`config.mk`:
```
export PLATFORM = sky130hd
export DESIGN_NAME = imem_loader
export DESIGN_NICKNAME = d
export VERILOG_FILES = /design/src/rtl/imem_loader_pkg.sv /design/src/rtl/imem_loader_word_packer.sv /design/src/rtl/imem_loader.sv
export SDC_FILE = /design/constraint.sdc
export NUM_CORES = 1
export LEC_CHECK = 0
export BUFFER_PORTS_ARGS = -buffer_cell sky130_fd_sc_hd__buf_2
export CORE_MARGIN = 8
export CORE_UTILIZATION = 30
export CTS_CLUSTER_SIZE = 28
export DETAILED_ROUTE_END_ITERATION = 16
export GPL_ROUTABILITY_DRIVEN = 1
export PLACE_DENSITY_LB_ADDON = 0.3
export SLEW_MARGIN = 25
export SYNTH_ARGS = -nofsm -noshare
export SYNTH_HDL_FRONTEND = slang
export SYNTH_SLANG_ARGS = --single-unit
```
`constraint.sdc`:
```
create_clock -name clk -period 2.95 [get_ports clk]
set_clock_uncertainty 0.2 [all_clocks]
set_input_delay 0.295 -clock clk [delete_from_list [all_inputs] [get_ports clk]]
set_output_delay 0.295 -clock clk [all_outputs]
set_load 0.02 [all_outputs]
```
`src/rtl/imem_loader_pkg.sv`:
```
// Shared types and constants for the instruction-memory boot loader.
package imem_loader_pkg;

    localparam int unsigned BYTE_W         = 8;
    localparam int unsigned BYTES_PER_WORD = 4;
    localparam int unsigned WORD_W         = BYTES_PER_WORD * BYTE_W;
    localparam int unsigned BYTE_CNT_W     = $clog2(BYTES_PER_WORD);

    // MIPS images arrive most-significant byte first.
    localparam bit BIG_ENDIAN = 1'b1;

    typedef enum logic [2:0] {
        IDLE   = 3'd0,
        LEN_HI = 3'd1,
        LEN_LO = 3'd2,
        DATA   = 3'd3,
        CHK    = 3'd4,
        DONE   = 3'd5,
        ERROR  = 3'd6
    } loaderState_e;

    // States in which the loader is consuming the byte stream.
    function automatic logic isActive(loaderState_e s);
        return s inside {LEN_HI, LEN_LO, DATA, CHK};
    endfunction

endpackage

```
`src/rtl/imem_loader_word_packer.sv`:
```
// Byte-to-word packer: shifts accepted bytes into a 32-bit word and
// pulses wordValid the cycle after the last byte of each word.
module imem_word_packer
    import imem_loader_pkg::*;
(
    input  logic              clk,
    input  logic              rst,
    input  logic              clear,
    input  logic              byteEn,
    input  logic [BYTE_W-1:0] byteIn,
    output logic              wordValid,
    output logic [WORD_W-1:0] word,
    output logic              lastByte_c
);

    logic [BYTE_CNT_W-1:0] byteCnt;
    logic [WORD_W-1:0]     shiftReg;
    logic [WORD_W-1:0]     shiftNext;

    assign lastByte_c = (byteCnt == BYTE_CNT_W'(BYTES_PER_WORD - 1));

    always_comb begin
        shiftNext = shiftReg;
        if (BIG_ENDIAN) begin
            shiftNext = {shiftReg[WORD_W-BYTE_W-1:0], byteIn};
        end else begin
            shiftNext = {byteIn, shiftReg[WORD_W-1:BYTE_W]};
        end
    end

    // Word register holds the completed word steady while the next one fills.
    always_ff @(posedge clk or negedge rst) begin
        if (!rst) begin
            byteCnt   <= '0;
            shiftReg  <= '0;
            wordValid <= 1'b0;
            word      <= '0;
        end else begin
            wordValid <= byteEn && lastByte_c && !clear;
            if (clear) begin
                byteCnt  <= '0;
                shiftReg <= '0;
            end else if (byteEn) begin
                byteCnt  <= byteCnt + BYTE_CNT_W'(1);
                shiftReg <= shiftNext;
                if (lastByte_c) begin
                    word <= shiftNext;
                end
            end
        end
    end

endmodule

```
`src/rtl/imem_loader.sv`:
```
// Boot loader: length-prefixed byte stream -> instruction memory, holding the
// core in reset until done. Optional trailing XOR checksum: IMEM_LOADER_CHECKSUM_EN.
module imem_loader
    import imem_loader_pkg::*;
#(
    parameter int unsigned ADDR_W = 10,
    parameter int unsigned LEN_W  = 16
) (
    input  logic              clk,
    input  logic              rst,
    input  logic              start,
    input  logic              byte_valid,
    input  logic [7:0]        byte_data,
    output logic              byte_ready,
    output logic              im_we,
    output logic [ADDR_W-1:0] im_addr,
    output logic [31:0]       im_wdata,
    output logic              core_rst,
    output logic              busy,
    output logic              done,
    output logic              error
);

    localparam int unsigned CAP_W = LEN_W + 1;
    localparam logic [CAP_W-1:0] CAPACITY = CAP_W'(1) << ADDR_W;

`ifdef IMEM_LOADER_CHECKSUM_EN
    localparam loaderState_e TAIL_STATE = CHK;
`else
    localparam loaderState_e TAIL_STATE = DONE;
`endif

    loaderState_e state;
    loaderState_e stateNext;

    logic [7:0]       lenHiReg;
    logic [LEN_W-1:0] lenReg;
    logic [LEN_W-1:0] lenFull;
    logic             accept;
    logic             lastWord;
    logic             readyNext;
    logic             packerClear;
    logic             packerEn;
    logic             packerLast;
    logic             wordValid;
    logic             lenHiLoad;
    logic             lenLoad;
    logic             addrClear;
    logic             addrInc;

`ifdef IMEM_LOADER_CHECKSUM_EN
    logic [7:0] xorReg;
`endif

    assign accept   = byte_valid && byte_ready;
    assign packerEn = accept && (state == DATA);
    assign lenFull  = LEN_W'({lenHiReg, byte_data});
    assign lastWord = (im_addr == ADDR_W'(lenReg - LEN_W'(1)));

    imem_word_packer u_packer (
        .clk        (clk),
        .rst        (rst),
        .clear      (packerClear),
        .byteEn     (packerEn),
        .byteIn     (byte_data),
        .wordValid  (wordValid),
        .word       (im_wdata),
        .lastByte_c (packerLast)
    );

    assign im_we = wordValid;

    // Next-state and datapath-control decode.
    always_comb begin
        stateNext   = state;
        packerClear = 1'b0;
        lenHiLoad   = 1'b0;
        lenLoad     = 1'b0;
        addrClear   = 1'b0;
        addrInc     = 1'b0;
        case (state)
            IDLE, DONE, ERROR: begin
                if (start) begin
                    stateNext   = LEN_HI;
                    packerClear = 1'b1;
                    addrClear   = 1'b1;
                end
            end
            LEN_HI: begin
                if (accept) begin
                    lenHiLoad = 1'b1;
                    stateNext = LEN_LO;
                end
            end
            LEN_LO: begin
                if (accept) begin
                    lenLoad = 1'b1;
                    if (lenFull == '0) begin
                        stateNext = TAIL_STATE;
                    end else if ({1'b0, lenFull} > CAPACITY) begin
                        stateNext = ERROR;
                    end else begin
                        stateNext = DATA;
                    end
                end
            end
            DATA: begin
                if (wordValid) begin
                    if (lastWord) begin
                        stateNext = TAIL_STATE;
                    end else begin
                        addrInc = 1'b1;
                    end
                end
            end
`ifdef IMEM_LOADER_CHECKSUM_EN
            CHK: begin
                if (accept) begin
                    stateNext = (byte_data == xorReg) ? DONE : ERROR;
                end
            end
`endif
            default: stateNext = IDLE;
        endcase

        // Stop taking bytes once the final data byte is in; nothing may follow it.
        readyNext = isActive(stateNext) && !(packerEn && packerLast && lastWord);
    end

    always_ff @(posedge clk or negedge rst) begin
        if (!rst) begin
            state      <= IDLE;
            byte_ready <= 1'b0;
            core_rst   <= 1'b0;
            busy       <= 1'b0;
            done       <= 1'b0;
            error      <= 1'b0;
        end else begin
            state      <= stateNext;
            byte_ready <= readyNext;
            core_rst   <= (stateNext == DONE);
            busy       <= isActive(stateNext);
            done       <= (stateNext == DONE);
            error      <= (stateNext == ERROR);
        end
    end

    // Header capture and write-address counter; the address never advances
    // past the final word so it cannot wrap at full capacity.
    always_ff @(posedge clk or negedge rst) begin
        if (!rst) begin
            lenHiReg <= '0;
            lenReg   <= '0;
            im_addr  <= '0;
        end else begin
            if (lenHiLoad) begin
                lenHiReg <= byte_data;
            end
            if (lenLoad) begin
                lenReg <= lenFull;
            end
            if (addrClear) begin
                im_addr <= '0;
            end else if (addrInc) begin
                im_addr <= im_addr + ADDR_W'(1);
            end
        end
    end

`ifdef IMEM_LOADER_CHECKSUM_EN
    // Running XOR over header and data bytes.
    always_ff @(posedge clk or negedge rst) begin
        if (!rst) begin
            xorReg <= '0;
        end else if (packerClear) begin
            xorReg <= '0;
        end else if (accept && (state inside {LEN_HI, LEN_LO, DATA})) begin
            xorReg <= xorReg ^ byte_data;
        end
    end
`endif

endmodule

```
==> results.json, run 1 <==
{
  "start_kind": "flop",
  "synth_area_leaders": "dfrtp_1, mux2_2, nand2_1",
  "grt_antenna_before_repair": 0,
  "crit_chain": "inv_1 -> ha_1 -> nor3b_2 -> and3_1 -> o21ai_0 -> a31oi_2 -> o21ai_4 -> buf_12 -> or4_1 -> a21oi_1",
  "first_pass_iters": 4,
  "track_usage_pct": 11.3,
  "slew_violations": 0,
  "critical_path_peak_fanout": 17,
  "synthToLayoutAreaGrowth_pct": 20.7,
  "synth-seq-area-share_pct": 56.0,
  "crit_type": "flop to flop",
  "critPathMaxStageDelay_ps": 490,
  "worst-path-stages": 10,
  "grt_pass1_vias": 3080,
  "cp_num_buf_inv": 2,
  "place_congestion": 0.813,
  "nets": 465,
  "clkSinkCount": 94,
  "outcome": "finished clean",
  "syn_inst": 387,
  "detail_route.wl_per_cell_um": 15.7,
  "cp_slowest_cell": "or4_1",
  "leakage_nw": 2.40,
  "cts_tree": "built",
  "synth.net_count": 402,
  "crit_path_end_kind": "flop",
  "clk_latency_ps": 340,
  "portBuffers": 59,
  "grt_max_degree": 49,
  "tightestPinTransition_ps": 622,
  "fin_crit_sh_pct": 94.2,
  "rows": 43,
  "wirelength_mm": 9.95,
  "cap_viol_max_count": 0,
  "core_sq_mm": 0.0138,
  "fin_util_pct": 36.9,
  "hold_violations": 0,
  "synth_area_sq_mm": 0.00420,
  "clk_pin_slew_worst_paths_ps": 70,
  "clockBufferDepth": 2,
  "async_flop_share_pct": 100,
  "synth-seq-cells": 94,
  "die_w_um": 134,
  "antennaDiodeCount": 0,
  "synth_top_area_cell": "dfrtp_1",
  "cp_data_required_time_ps": 3020,
  "drive_above_1_share_pct": 30.8,
  "synth_edf_count": 0,
  "ios": 60,
  "cts_buffers": 9,
  "final-setup-viol-count": 0,
  "yosys.area.top_type_share_pct": 56.0,
  "r2r_slack_ps": 170,
  "worstHoldPathType": "input port to flop",
  "antenna_left": 0,
  "ys_warn_count": 0,
  "ir_worst_vdd_v": 0.000381,
  "rr_worst_depth": 10,
  "cts_root_buf": "clkbuf_16",
  "initial_core_util_pct": 30.5,
  "crit_family": "simple AND/OR/NAND/NOR gates",
  "powerDensity_mw_per_mm2": 940,
  "fp.dieH_um": 134,
  "relSlewSlack_pct": 58.5,
  "clock.fmax_mhz": 360,
  "grt_overflow": 0,
  "ys.flop_type": "dfrtp_1",
  "htree_levels": 3,
  "rsz0062_at_grt": "false",
  "dp_hpwl_mm": 6.99,
  "drt_iter0_drc": 237,
  "period_needed_ps": 2780,
  "drc": 0,
  "synth_area_per_cell_sq_um": 10.9,
  "timing.setup.tns_ps": 0,
  "via_per_inst": 4.92,
  "hold_depth": 3,
  "arrival_ps": 2840,
  "grt_pass1_wl_mm": 16.3,
  "num_vias": 3127,
  "yosysUniqueCellTypes": 48,
  "dieArea_sq_mm": 0.0181
}
[sequential cells by signal, summed over array words and instances, names as in the netlist, 2 cells and up]
| register | cells |
|---|---|
| u_packer.word | 32 |
| u_packer.shiftReg | 24 |
| im_addr | 10 |
| lenReg | 10 |
| lenHiReg | 8 |
| state | 3 |
| u_packer.byteCnt | 2 |
[layer usage]
layer  global-route usage (%)  vias up  wire length, um
li1                         -     1482                -
met4                     4.18        0              139
met2                     17.9       63             4670
met5                        0        -                0
met1                     14.6     1572             4740
met3                     2.92       10              397
[layout make-up]
class / count / area, sq um
fillers: 1423 / 8700
flip-flops and latches: 94 / 2350
multi-input cells: 264 / 1740
repair buffers: 69 / 400
clock buffers: 9 / 225
well taps: 180 / 225
clock inverters: 7 / 87.6
inverters: 12 / 45.0
[placed cells by master (no fill, tap or decap), types with 4 or more instances in the layout]
cell | Yosys | layout
dfrtp_1 | 94 | 94
xnor2_1 | 9 | 9
buf_2 | 0 | 58
nor3_1 | 8 | 8
mux2_2 | 46 | 46
clkbuf_16 | 0 | 9
o21ai_0 | 10 | 10
nor2_1 | 14 | 13
nand3_1 | 11 | 11
o31ai_1 | 4 | 4
or4_1 | 5 | 5
a21oi_1 | 32 | 32
nand2_1 | 70 | 70
inv_1 | 12 | 12
nand2b_1 | 5 | 5
buf_4 | 1 | 8
[tightest hold or removal path, delay by kind of cell]
family	cells	cell delay, ps
simple gates	1	60
compound gates	1	50
buf+inv	1	140
[synth_stat cells, types with 2 or more instances]
library cell	count
nor4_1	3
nor2_1	14
dfrtp_1	94
nor3_1	8
buf_1	2
o31ai_1	4
nand2_1	70
xnor2_1	9
nor2b_1	2
xor2_1	3
o21ai_1	3
nand4_1	2
or3_1	3
a21oi_1	32
nand3_1	11
or4_1	5
o211ai_1	3
mux2_2	46
inv_1	12
clkbuf_1	13
ha_1	3
o21ai_0	10
nand2b_1	5
mux2i_1	3
and2_1	3
a31oi_1	2
[what timing repair did]
action / 4_1_cts / 5_1_grt
hold endpoints to repair: 47 / 0
hold buffers: 1 / 0
gates resized for setup: 0 / 1
buffers inserted: 0 / 1
setup endpoints to repair: 0 / 3
[metrics by stage]
step	power, mW	setup slack, ps	hold slack, ps	instances	cell area (sq um)
6_report	4.77	171	44.7	635	5080
5_1_grt	5.10	7.83	49.0	635	5080
4_1_cts	4.82	122	34.6	634	5050
3_5_place_dp	3.58	137	164	617	4730
3_3_place_gp	3.52	272	164	617	4730
2_1_floorplan	3.09	444	-201	387	4200
[power breakdown]
group          total (mW)  internal (mW)  leakage, nW  switching [mW]
registers            2.04           1.70         1.25           0.348
clock network        1.22          0.677        0.154           0.540
logic                1.51          0.651        0.997           0.858
total                4.77           3.02         2.40            1.75
[cells by family (layout without fill, tap and decap cells)]
kind of cell	Yosys count	after routing	share of synthesized area [%]
adder cells (fa/ha/maj)	3	3	0.893
AND/OR/NAND/NOR	134	134	15.1
flip-flops	94	94	56.0
XOR/XNOR	12	12	2.50
buffers and inverters	29	97	2.86
multiplexers	49	49	13.0
AO/OA/AOI/OAI	66	66	9.67
[worst paths after layout]
check / from / endpoint
max: lenReg[0] / im_addr[6]
min: byte_data[4] / u_packer.shiftReg[4]
max reg2reg: lenReg[0] / im_addr[6]
min reg2reg: u_packer.word[31] / u_packer.word[31]
max in group asynchronous: rst / lenHiReg[3]
min in group asynchronous: rst / lenReg[0]
No activity file was read; power rests on OpenSTA's default activity.
==> run 2, diff against run 1 <==
--- a/config.mk
+++ b/config.mk
@@ -15,4 +15,5 @@
 export SLEW_MARGIN = 25
 export SYNTH_ARGS = -nofsm -noshare
 export SYNTH_HDL_FRONTEND = slang
+export SYNTH_HIERARCHICAL = 1
 export SYNTH_SLANG_ARGS = --single-unit
==> run 2 against run 1 <==
Non-clock buffer count shrank 1. Die area grew 3.7%. Cell count shrank 5.4%. Via count shrank 7.7%. Global-route usage shrank 0.41 points. Worst setup slack gained 93 ps. Clock power shrank 12%. Hold slack gained 39 ps. Power shrank 5.9%. Utilization shrank 1.0 points. Area after synthesis grew 4.2%.
==> results.json, run 2 <==
{
  "design_area_sq_mm": 0.00517,
  "htree_levels": 3,
  "synth_top_area_cell": "dfrtp_1",
  "track_usage_pct": 10.9,
  "grt_pass1_vias": 3037,
  "synthToLayoutAreaGrowth_pct": 17.9,
  "slew_violations": 0,
  "arrival_ps": 2700,
  "detail_route.wl_per_cell_um": 16.2,
  "largest_reg_flops": 32,
  "drc": 0,
  "rr_worst_depth": 7,
  "ios": 60,
  "cts_buffers": 9,
  "drt_iter0_drc": 150,
  "first_pass_iters": 4,
  "via_per_inst": 4.80,
  "cap_viol_max_count": 0,
  "reg.largest.list": "u_packer/word: 32 flops, u_packer/shiftReg: 24 flops",
  "synth_area_per_cell_sq_um": 12.5,
  "cts_tree": "built",
  "r2r_slack_ps": 260,
  "seq_area_sq_mm": 0.00235,
  "r2r_end": "im_addr[1]",
  "place_ws_ps": 295,
  "antenna_left": 0,
  "synth-seq-cells": 94,
  "clock.fmax_mhz": 372,
  "startpoint": "lenReg[2]",
  "grt_antenna_before_repair": 0,
  "wirelength_mm": 9.73,
  "crit_path_end_kind": "flop",
  "drive_above_1_share_pct": 33.1,
  "period_needed_ps": 2690,
  "min_from": "byte_data[1]",
  "fillers": 1447,
  "synth_edf_count": 0,
  "final-setup-viol-count": 0,
  "syn_inst": 351,
  "timing.setup.tns_ps": 0,
  "ir_worst_vdd_v": 0.000365,
  "num_vias": 2885,
  "worstHoldPathType": "input port to flop",
  "nets": 428,
  "regMostFlops": "u_packer/word",
  "synth.net_count": 366,
  "hold_violations": 0,
  "synthTopCellsByCount": "dfrtp_1, nor2_1, mux2_4, mux2i_1, mux2_2",
  "grt_max_degree": 74,
  "dieArea_sq_mm": 0.0187,
  "leakage_nw": 2.62,
  "initial_core_util_pct": 30.4,
  "crit_type": "flop to flop",
  "postCtsSetupBuffers": 0,
  "clockBufferDepth": 2,
  "cp-endpoint": "im_addr[1]",
  "antennaDiodeCount": 0,
  "relSlewSlack_pct": 68.4,
  "synth_most_common_cell": "dfrtp_1",
  "final_common_cell": "dfrtp_1",
  "place_congestion": 0.784,
  "ys.flop_type": "dfrtp_1",
  "hold_depth": 3,
  "fp.dieH_um": 137,
  "fin_crit_sh_pct": 91.0,
  "synth-seq-area-share_pct": 53.7,
  "tightestPinTransition_ps": 474,
  "clk_latency_ps": 330,
  "clkSinkCount": 94,
  "synth_area_leaders": "dfrtp_1, mux2_4, mux2i_1",
  "grt_pass1_wl_mm": 16.1,
  "yosys.area.top_type_share_pct": 53.7,
  "final.setup.worst_slack_ps": 264,
  "outcome": "finished clean",
  "rows": 44,
  "powerDensity_mw_per_mm2": 869,
  "dp_hpwl_mm": 6.95,
  "core_sq_mm": 0.0144,
  "cp_data_required_time_ps": 2960,
  "multi_input_area_sq_mm": 0.00188,
  "die_w_um": 137,
  "cts_root_buf": "clkbuf_16",
  "async_flop_share_pct": 100,
  "synth_area_sq_mm": 0.00438,
  "whs_ps": 83.3,
  "yosysUniqueCellTypes": 51,
  "portBuffers": 59,
  "ys_warn_count": 6,
  "grt_overflow": 0,
  "clk_pin_slew_worst_paths_ps": 70,
  "rr_startpoint": "lenReg[2]",
  "layout_common_cells": "dfrtp_1, buf_2, nor2_1, mux2_4, mux2i_1",
  "placed_area_sq_mm": 0.00489,
  "start_kind": "flop",
  "rsz0062_at_grt": "false",
  "critical_path_peak_fanout": 16
}
-- run 2: changes by cell type after synthesis, moves of 22 or more --
cell,previous run,this run
a21oi_1,32,10
nand2_1,70,12
mux2i_1,3,26
mux2_4,0,29
mux2_2,46,18
nor2_1,14,37
-- run 2: logic make-up after synthesis --
group / count (synthesis) / synth area share, %
simple gates: 98 / 12.0
flops: 94 / 53.7
mux: 73 / 20.5
compound gates: 43 / 6.88
buf+inv: 27 / 3.51
xor+xnor: 13 / 2.60
fa+ha+maj: 3 / 0.857
-- run 2: metrics by stage --
step	util, %	power [mW]	instances
2_1_floorplan	-	3.02	351
3_3_place_gp	33.9	3.40	585
3_5_place_dp	33.9	3.45	585
4_1_cts	35.8	4.55	601
5_1_grt	35.8	4.78	601
6_report	35.8	4.49	601
-- run 2: final cells by class --
| class | instances | area share (%) |
|---|---|---|
| Sequential cell | 94 | 45.5 |
| Inverter | 10 | 0.726 |
| Timing Repair Buffer | 68 | 7.60 |
| Clock buffer | 9 | 4.36 |
| Tap cell | 184 | 4.46 |
| Clock inverter | 6 | 0.896 |
| Multi-Input combinational cell | 230 | 36.4 |
-- run 2: worst min path at each step --
stage / end / slack [ps]
2_1_floorplan: busy / -200
3_3_place_gp: u_packer/word[25] / 0.07
3_5_place_dp: u_packer/word[25] / 4
4_1_cts: lenReg[1] / 80
5_1_grt: lenReg[1] / 90
6_report: lenReg[1] / 80
-- run 2: metal layers --
layer	up-vias	share of wire [%]	track usage, %
li1	1363	-	-
met1	1463	49	14.4
met2	52	47	17.0
met3	7	3.3	2.64
met4	0	1.2	4.04
met5	-	0	0
-- run 2: critical path, cell delays in order (launching register included) --
cell and delay, ps:
dfrtp_1 470, nor4_4 460, o211a_1 220, o21bai_1 80, a2111o_1 490, o21ai_4 370, mux2i_1 230, nor2_1 50
-- run 2: repair_timing --
action	CTS	global route
gates resized for setup	0	0
hold buffers	1	0
hold endpoints to repair	21	0
-- run 2: report_power, final --
group	switching, mW	internal, mW	total (mW)	leakage [nW]
Sequential	0.358	1.67	2.03	1.25
Combinational	0.743	0.649	1.39	1.24
Clock	0.496	0.574	1.07	0.129
Total	1.60	2.89	4.49	2.62
==> run 3, diff against run 2 <==
--- a/config.mk
+++ b/config.mk
@@ -5,6 +5,7 @@
 export SDC_FILE = /design/constraint.sdc
 export NUM_CORES = 1
 export LEC_CHECK = 0
+export ABC_AREA = 1
 export BUFFER_PORTS_ARGS = -buffer_cell sky130_fd_sc_hd__buf_2
 export CORE_MARGIN = 8
 export CORE_UTILIZATION = 30
==> run 3 against run 2 <==
Maximum frequency rose by 18%. Critical path type unchanged. Largest cell class unchanged. Sequential share of layout area fell by 4.9 points. Global-route usage rose by 0.87 points. Cell area rose by 12%. Area after synthesis rose by 14%. Power rose by 15%. Worst setup slack improved by 410 ps. Register-to-register slack improved by 410 ps. Critical endpoint is now im_addr[6]. Highest routed layer unchanged.
==> results.json, run 3 <==
{
  "postCtsSetupBuffers": 0,
  "synth_area_per_cell_sq_um": 9.16,
  "rows": 47,
  "synth_edf_count": 0,
  "synth-seq-cells": 94,
  "cts-resized-gates": 0,
  "num_vias": 3877,
  "fp.dieH_um": 145,
  "synth_top_area_cell": "dfrtp_1",
  "relSlewSlack_pct": 57.6,
  "cts_tree": "built",
  "drive_above_1_share_pct": 30.4,
  "die_w_um": 145,
  "design_area_sq_mm": 0.00579,
  "slew_violations": 0,
  "cts_buffers": 9,
  "start_kind": "flop",
  "fin_util_pct": 35.2,
  "syn_inst": 547,
  "final_common_cell": "nand2_1",
  "synth_compound_area_share_pct": 4.84,
  "grt_pass1_wl_mm": 20.5,
  "core_sq_mm": 0.0165,
  "fin_crit_sh_pct": 77.3,
  "synth_area_leaders": "dfrtp_1, nand2_1, nand2_4",
  "critPathMaxStageDelay_ps": 390,
  "tightestPinTransition_ps": 636,
  "clockBufferDepth": 2,
  "arrival_ps": 2320,
  "rr_startpoint": "lenReg[0]",
  "place_congestion": 0.828,
  "path_common_cell": "nand2_1",
  "synth_most_common_cell": "nand2_1",
  "hold_depth": 3,
  "portBuffers": 59,
  "clk_pin_slew_worst_paths_ps": 70,
  "synthToLayoutAreaGrowth_pct": 15.6,
  "synthTopCellsByCount": "nand2_1, dfrtp_1, inv_1, nand4_1, nand2_4",
  "fin_cells": 825,
  "layout_common_cells": "nand2_1, dfrtp_1, buf_2, inv_1, nand4_1",
  "grt_pass1_vias": 3929,
  "synth_area_sq_mm": 0.00501,
  "dp_hpwl_mm": 8.68,
  "nets": 615,
  "cp_num_buf_inv": 2,
  "rr_worst_depth": 15,
  "crit_path_end_kind": "flop",
  "via_per_inst": 4.70,
  "timing.setup.tns_ps": 0,
  "fillers": 1720,
  "r2r_end": "im_addr[6]",
  "placed_cells": 808,
  "cp_data_required_time_ps": 2990,
  "detail_route.wl_per_cell_um": 14.5,
  "reg.largest.list": "u_packer/word: 32 flops, u_packer/shiftReg: 24 flops",
  "crit_type": "flop to flop",
  "worstHoldPathType": "input port to flop",
  "crit_chain": "inv_1 -> ha_1 -> inv_1 -> nand2_1 -> nand2_1 -> nand2_1 -> nand2_1 -> nor2_2 -> nand3_2 -> nor2_4 -> nand2_4 -> nand2_4 -> nand2_4 -> nand3_1 -> o21ai_2",
  "drc": 0,
  "postCtsHoldBufs": 1,
  "cts_root_buf": "clkbuf_16",
  "period_needed_ps": 2280,
  "rsz0062_at_grt": "false",
  "synth.net_count": 562,
  "synth-seq-area-share_pct": 46.9,
  "first_pass_iters": 4,
  "dieArea_sq_mm": 0.0211,
  "antennaDiodeCount": 0,
  "grt_overflow": 0,
  "multi_input_area_sq_mm": 0.00227,
  "clk_latency_ps": 350,
  "regMostFlops": "u_packer/word",
  "ir_worst_vdd_v": 0.000378,
  "antenna_left": 0,
  "synthAdderAreaFrac_pct": 0.749,
  "drt_iter0_drc": 243,
  "outcome": "finished clean",
  "min_to": "u_packer/shiftReg[4]",
  "yosys.area.top_type_share_pct": 46.9,
  "synth-xor-area-share_pct": 2.10,
  "clkSinkCount": 94,
  "cap_viol_max_count": 0,
  "initial_core_util_pct": 30.4,
  "min_from": "byte_data[4]",
  "wirelength_mm": 12.0,
  "async_flop_share_pct": 100,
  "ys_warn_count": 6,
  "placed_area_sq_mm": 0.00545,
  "yosysUniqueCellTypes": 32,
  "htree_levels": 3,
  "seq_area_sq_mm": 0.00235,
  "track_usage_pct": 11.8,
  "final-setup-viol-count": 0,
  "leakage_nw": 2.91,
  "clock.fmax_mhz": 439,
  "grt_max_degree": 63,
  "largest_reg_flops": 32,
  "grt_antenna_before_repair": 0,
  "cp_slowest_cell": "dfrtp_1",
  "hold_violations": 0,
  "ys.flop_type": "dfrtp_1",
  "ios": 60,
  "muxShareOfSynthArea_pct": 0,
  "critical_path_peak_fanout": 14,
  "crit_family": "simple AND/OR/NAND/NOR gates",
  "yosys.area_share.simple_pct": 37.4,
  "synth_top_family_by_area": "simple AND/OR/NAND/NOR gates",
  "powerDensity_mw_per_mm2": 892,
  "r2r_slack_ps": 670
}
-- run 3: changes by cell type after synthesis, sizes merged, moves of 16 or more --
cell,previous run,this run
nand2,12,198
buf,9,25
nand4,3,35
inv,9,43
mux2,47,0
nand3,8,54
o21ai,13,31
mux2i,26,0
-- run 3: routing by layer --
layer / share of wire [%] / track usage, % / vias to the layer above
met5: 0 / 0 / -
met4: 1.6 / 4.53 / 0
met3: 5.0 / 2.80 / 15
met2: 45 / 17.6 / 92
met1: 49 / 16.2 / 1880
li1: - / - / 1890
-- run 3: cells by family (layout without fill, tap and decap cells) --
| group | count (synthesis) | in the layout |
|---|---|---|
| AND/OR/NAND/NOR | 325 | 325 |
| flip-flops | 94 | 94 |
| buffers and inverters | 71 | 129 |
| AO/OA/AOI/OAI | 42 | 42 |
| XOR/XNOR | 12 | 12 |
| adder cells (fa/ha/maj) | 3 | 3 |
-- run 3: how the worst max path moves through the flow --
stage / start / endpoint / depth (start not counted)
final: lenReg[0] / im_addr[6] / 15
after global routing: lenReg[0] / im_addr[0] / 13
after CTS: lenReg[0] / im_addr[6] / 13
after detailed placement: lenReg[0] / im_addr[6] / 13
after global placement: lenReg[0] / im_addr[8] / 15
after floorplan: lenReg[0] / im_addr[4] / 16
-- run 3: layout make-up --
class | instances | share of cell area, %
clock buffer | 9 | 3.89
clock inverter | 7 | 1.84
sequential | 94 | 40.6
inverter | 44 | 2.85
tap | 220 | 4.75
timing repair buffer | 69 | 6.91
multi-input combinational | 382 | 39.1
-- run 3: per-stage QoR --
stage	total power, mW	setup slack [ps]	hold WS, ps
final	5.17	671	22.1
after floorplan	3.46	884	-201
after global placement	3.84	684	76.4
after global routing	5.55	450	25.1
after detailed placement	3.89	672	80.9
after CTS	5.23	657	8.09
-- run 3: power by group --
group	leakage (nW)	internal, mW	switching, mW
logic	1.48	0.593	1.21
registers	1.26	1.66	0.389
clock network	0.163	0.762	0.554
total	2.91	3.02	2.15
-- run 3: tightest hold or removal path, stage by stage --
cell and delay, ps:
buf_2 130, nand3_2 70, nand2_1 50
